**src/rtl/pipe_ctrl.sv**
```systemverilog
// Pipeline sequencing controller for the IF/ID/EX core: load-use scoreboard,
// jump/decode-error flush sequencing, PC redirect and stall-cycle counting.
module pipe_ctrl #(
    parameter int          SB_DEPTH  = 4,
    parameter int          LOAD_LAT  = 2,
    parameter int          FLUSH_CYC = 2,
    parameter logic [31:0] TRAP_VEC  = 32'h0000_0100
) (
    input  logic        clk,
    input  logic        rst,
    input  logic        id_valid_i,
    input  logic [31:0] id_pc_i,
    input  logic [4:0]  id_rs1_addr_i,
    input  logic        id_rs1_used_i,
    input  logic [4:0]  id_rs2_addr_i,
    input  logic        id_rs2_used_i,
    input  logic [4:0]  id_rd_addr_i,
    input  logic        id_is_load_i,
    input  logic        id_err_i,
    input  logic        ex_busy_i,
    input  logic        ex_jump_i,
    input  logic [31:0] ex_jump_addr_i,
    output logic        hold_o,
    output logic        bubble_o,
    output logic        flush_o,
    output logic        pc_set_o,
    output logic [31:0] pc_set_addr_o,
    output logic        trap_o,
    output logic [31:0] trap_pc_o,
    output logic [31:0] stall_cnt_o
);

    typedef enum logic [1:0] {RUN, FLUSH, TRAP} state_t;

    localparam logic [2:0] LAT_INIT  = 3'(LOAD_LAT);
    localparam logic [1:0] FCNT_INIT = 2'(FLUSH_CYC - 1);

    state_t              state;
    logic [1:0]          fcnt;
    logic [SB_DEPTH-1:0] sb_vld;
    logic [4:0]          sb_rd  [SB_DEPTH];
    logic [2:0]          sb_cnt [SB_DEPTH];

    logic                in_run;
    logic                raw_hit;
    logic                sb_full;
    logic                taken;
    logic [SB_DEPTH-1:0] sb_free;
    logic [SB_DEPTH-1:0] alloc_oh;
    logic                do_jump;
    logic                do_trap;
    logic                do_busy;
    logic                do_stall;
    logic                run_ok;
    logic                do_issue;
    logic                do_alloc;

    // Hazard lookup; an entry on its last count still blocks readers but is free for allocation
    always_comb begin
        raw_hit = 1'b0;
        sb_free = '0;
        for (int i = 0; i < SB_DEPTH; i++) begin
            if (sb_vld[i] && id_rs1_used_i && (id_rs1_addr_i != 5'd0) && (sb_rd[i] == id_rs1_addr_i))
                raw_hit = 1'b1;
            if (sb_vld[i] && id_rs2_used_i && (id_rs2_addr_i != 5'd0) && (sb_rd[i] == id_rs2_addr_i))
                raw_hit = 1'b1;
            sb_free[i] = !sb_vld[i] || (sb_cnt[i] == 3'd1);
        end
    end

    always_comb begin
        taken    = 1'b0;
        alloc_oh = '0;
        for (int i = 0; i < SB_DEPTH; i++) begin
            if (!taken && sb_free[i]) begin
                alloc_oh[i] = 1'b1;
                taken       = 1'b1;
            end
        end
    end

    assign sb_full  = ~|sb_free;
    assign in_run   = (state == RUN);

    // Priority chain: jump > trap > busy > scoreboard stall > issue
    assign do_jump  = !rst && ex_jump_i;
    assign do_trap  = !rst && !ex_jump_i && in_run && id_valid_i && id_err_i;
    assign do_busy  = !rst && !ex_jump_i && !do_trap && in_run && ex_busy_i;
    assign run_ok   = !rst && !ex_jump_i && in_run && !ex_busy_i && id_valid_i && !id_err_i;
    assign do_stall = run_ok && (raw_hit || (id_is_load_i && sb_full));
    assign do_issue = run_ok && !do_stall;
    assign do_alloc = do_issue && id_is_load_i && (id_rd_addr_i != 5'd0);

    assign hold_o        = do_busy || do_stall;
    assign bubble_o      = do_stall;
    assign flush_o       = !rst && (ex_jump_i || do_trap || !in_run);
    assign pc_set_o      = do_jump || do_trap;
    assign pc_set_addr_o = do_jump ? ex_jump_addr_i : (do_trap ? TRAP_VEC : 32'd0);
    assign trap_o        = do_trap;

    always_ff @(posedge clk) begin
        if (rst) begin
            state       <= RUN;
            fcnt        <= 2'd0;
            sb_vld      <= '0;
            trap_pc_o   <= 32'd0;
            stall_cnt_o <= 32'd0;
        end else begin
            if (hold_o)
                stall_cnt_o <= stall_cnt_o + 32'd1;
            if (do_trap)
                trap_pc_o <= id_pc_i;

            if (ex_jump_i) begin
                state <= FLUSH;
                fcnt  <= FCNT_INIT;
            end else if (do_trap) begin
                state <= TRAP;
                fcnt  <= FCNT_INIT;
            end else if (!in_run) begin
                if (fcnt == 2'd0)
                    state <= RUN;
                else
                    fcnt <= fcnt - 2'd1;
            end

            // Loads keep counting through busy and flush; a retiring slot may be refilled on the same edge
            for (int i = 0; i < SB_DEPTH; i++) begin
                if (do_alloc && alloc_oh[i]) begin
                    sb_vld[i] <= 1'b1;
                    sb_rd[i]  <= id_rd_addr_i;
                    sb_cnt[i] <= LAT_INIT;
                end else if (sb_vld[i]) begin
                    sb_cnt[i] <= sb_cnt[i] - 3'd1;
                    if (sb_cnt[i] == 3'd1)
                        sb_vld[i] <= 1'b0;
                end
            end
        end
    end

endmodule

```
**config.mk**
```make
export PLATFORM = sky130hd
export DESIGN_NAME = pipe_ctrl
export DESIGN_NICKNAME = d
export VERILOG_FILES = /design/src/rtl/pipe_ctrl.sv
export SDC_FILE = /design/constraint.sdc
export NUM_CORES = 1
export LEC_CHECK = 0
export CAP_MARGIN = 20
export CORE_MARGIN = 2
export CORE_UTILIZATION = 45
export DETAILED_ROUTE_END_ITERATION = 10
export PLACE_DENSITY = 0.89
export SYNTH_ARGS = -nofsm -noshare
export SYNTH_HDL_FRONTEND = slang
export SYNTH_SLANG_ARGS = --single-unit
```
**constraint.sdc**
```tcl
create_clock -name clk -period 3.9 [get_ports clk]
set_clock_uncertainty 0.2 [all_clocks]
set_input_delay 0.39 -clock clk [delete_from_list [all_inputs] [get_ports clk]]
set_output_delay 0.39 -clock clk [all_outputs]
set_load 0.1 [all_outputs]
```
==> impl_results.md <==
- Status: finished clean
- CTS Buf Count: 9
- Max-Cap Viols: 0
- Vias in the first global route: between 5k and 6k
- Final Hold Vio Count: 0
- H-tree depth: 3
- Die W: between 100 and 150 um
- FF-to-FF path depth: 9
- YS warnings: 0
- Reg2reg setup slack: around 0.64 ns
- IO buf count: about 190
- Vias: around 5k
- Vias/cell: 5.52
- Root Buffer: clkbuf_16
- Layout cell share with drive strength beyond 1: roughly 11%
- Hold_ws: ~0.26 ns
- CTS tree: done
- WL final: 15.4 mm
- CP endpoint kind: register
- Multiplexer area fraction after synthesis: 0%
- Most used flip-flop cell after synthesis: dfxtp_1
- Measured slew at the worst slew-check pin: about 1.1 ns
- Nets: between 800 and 900
- Area of the core: around 11,000 sq um
- Worst skew pair latency: between 0.3 and 0.4 ns
- Post-synthesis sequential area ratio: ~46%
- Pleak: 0.00275 uW
- Detailed Route Iter0 Violations: between 300 and 400
- GRT Residual Overflow: 0
- Die Area: 12,500 sq um
- Placed cells: around 890
- Worst Path Arrival: between 3 and 4 ns
- CTS sink count: ~100
- Commonest non-fill, non-tap cells in the layout: clkdlybuf4s50_1 (150), nand2_1 (86), dfxtp_1 (72)
- P per Cell Area: 316 nW/um^2
- Max_slew headroom: approximately 27%
- Synthesized area: ~5200 sq um
- Row count: 39
- Largest net degree at the start of global routing: roughly 80
- CP peak stage delay: 0.93 ns
- RSZ-0062 raised after global routing: no
- CTS Buffer Depth: 2
- Commonest non-fill, non-tap cell in the layout: clkdlybuf4s50_1
- Initial antenna violation count: 1
- Fmax: slightly below 300 MHz
- Worst path slowest cell: a31oi_1
- Ys async rst share: 0%
- Worst Path Buf+Inv: 1
- Worst path depth: 9
- HP Class: register to register
- GR Util All Layers: approximately 24%
- Final cell count without fillers: 908
- Share of the synthesized area in the top cell type: between 20% and 30%
- R2R Path Start: sb_cnt[1][0]
- Starting Density: 45.9%
- Synth area leaders: dfxtp_1 (28%), edfxtp_1 (18%), a21oi_1 (6.3%), nand2_1 (6.2%), xor2_1 (5.5%)
- Postcts setup bufs: 0
- Leading area contributor after synthesis: dfxtp_1
- Post-cts sizing count: 0
- Slew Viols, Final: 0
- Syn-to-layout area delta: 50.6%
- # IOs: 189
- CP startpoint kind: input pin
- Final period util: about 87%
- Die Ht: ~110 um
- Yosys cell types: 52
- Antenna Nets Post-Route: 0
- Req. time, crit path: between 3 and 4 ns
- Yosys reg bits: 104
- Crit Path Max Fanout: 13
- DRT Pass-1 Iters: 5
- Post-Syn Nets: approximately 680
- Cell mode on critical path: nand4_1
- CP Launch Point: id_rs1_addr_i[1]
- Final setup violation count: 0
- Global-route wire length before repair: approximately 25 mm
- Cts hold-fix bufs: 0
- Post-DP HPWL: 12.0 mm
- Synth Area in Adders: ~2.4%
- CTS clk-pin slew, worst paths: around 0.070 ns
- Setup crit end: stall_cnt_o[31]
- Largest family of logic cells by synthesized area: simple AND/OR/NAND/NOR gates
- Critical path cell sequence: clkdlybuf4s50_1 -> xor2_1 -> nor4_1 -> nand4_1 -> nand4_1 -> nand3_1 -> a31oi_1 -> a31o_2 -> a21oi_1
- Post-layout min period: ~3.4 ns
- Sum Neg Setup Slack: 0 ns
- Number of synthesized flops with an enable pin: 32
- Largest delay share family, worst path: compound AO/OA/AOI/OAI gates
- Routed WL per cell: around 17 um
- Compound-Gate Fraction of Synth Area: approximately 14%
- Worst VDD drop: ~0.20 mV
- FF-to-FF End: stall_cnt_o[31]
- GP Congestion: 1.04
- Cells after synthesis: about 590
- Synth Area in Simple Gates: 24.4%
- Worst Setup Path Type: input pin to register
- Syn avg cell area: 8.93 sq um
- Xor/xnor share of the synthesized area: 8.22%
- Drc violations: 0
==> worst min-delay path, cell delays in order (launching register included) <==
cell     delay, ns
dfxtp_1       0.31
nand2_1       0.05
a21oi_1       0.05
==> layer usage <==
layer  GRT usage (%)  vias to the layer above  wire length (um)
li1                -                     2374                 -
met1            25.6                     2364              5790
met2            43.7                      216              7890
met3            6.91                       58              1010
met4            13.7                        0               667
met5               0                        -                 0
==> power by group <==
group | switching (uW) | total [uW] | internal, uW | leakage (uW)
clock | 420 | 923 | 504 | 0.000143
sequential | 5.99 | 1130 | 1120 | 0.000874
combinational | 261 | 437 | 175 | 0.00173
total | 687 | 2490 | 1800 | 0.00275
==> cell usage after synthesis, types with 2 or more instances <==
master	number
a21bo_2	3
a21oi_1	66
a31o_2	3
a31oi_1	2
and2_1	34
and3_1	5
buf_1	3
buf_2	2
buf_4	2
clkbuf_1	27
dfxtp_1	72
edfxtp_1	32
ha_1	10
inv_1	25
inv_2	2
nand2_1	86
nand3_1	16
nand3b_1	9
nand4_1	11
nand4_2	2
nor2_1	24
nor2b_1	5
nor3_1	9
nor4_1	10
o211a_1	2
o211ai_1	4
o21a_1	4
o21ai_0	7
o21ai_1	10
o21bai_1	4
o31ai_1	11
or3_1	7
or4_1	10
xnor2_1	16
xor2_1	33
==> flip-flops by register name (all words and copies together), names as in the netlist <==
signal / cells
fcnt: 2
sb_rd: 20
sb_vld: 4
trap_pc_o: 32
state: 2
sb_cnt: 12
stall_cnt_o: 32
==> cell type report <==
class / instances / area (sq um)
repair buffers: 198 / 2310
clock buffers: 9 / 225
diodes: 1 / 2.50
fillers: 838 / 3500
multi-input cells: 419 / 2570
flip-flops and latches: 104 / 2400
clock inverters: 7 / 76.3
well taps: 143 / 179
inverters: 27 / 101
==> logic make-up (layout without fill, tap and decap cells) <==
group	count (synthesis)	in the layout
AND/OR/NAND/NOR	238	238
AO/OA/AOI/OAI	122	122
flip-flops	104	104
buffers and inverters	62	241
XOR/XNOR	49	49
adder cells (fa/ha/maj)	10	10
other	0	1
==> worst min-delay path by stage <==
stage	from	to	slack [ns]	depth (start not counted)
after floorplan	ex_jump_i	fcnt[1]	0.27	1
after global placement	trap_pc_o[30]	trap_pc_o[30]	0.24	2
after detailed placement	trap_pc_o[1]	trap_pc_o[1]	0.25	2
after CTS	trap_pc_o[1]	trap_pc_o[1]	0.26	2
after global routing	trap_pc_o[2]	trap_pc_o[2]	0.27	2
final	trap_pc_o[30]	trap_pc_o[30]	0.26	2
==> per-stage QoR <==
stage	util, %	setup WS (ns)	total power (uW)	cell area, sq um
3_3_place_gp	66.5	0.445	1580	7560
6_report	69.2	0.511	2490	7870
2_1_floorplan	-	0.425	1390	5220
3_5_place_dp	66.5	0.164	1590	7560
4_1_cts	69.2	0.532	2490	7870
5_1_grt	69.2	0.393	2560	7870
(Power assumes the default switching activity.)
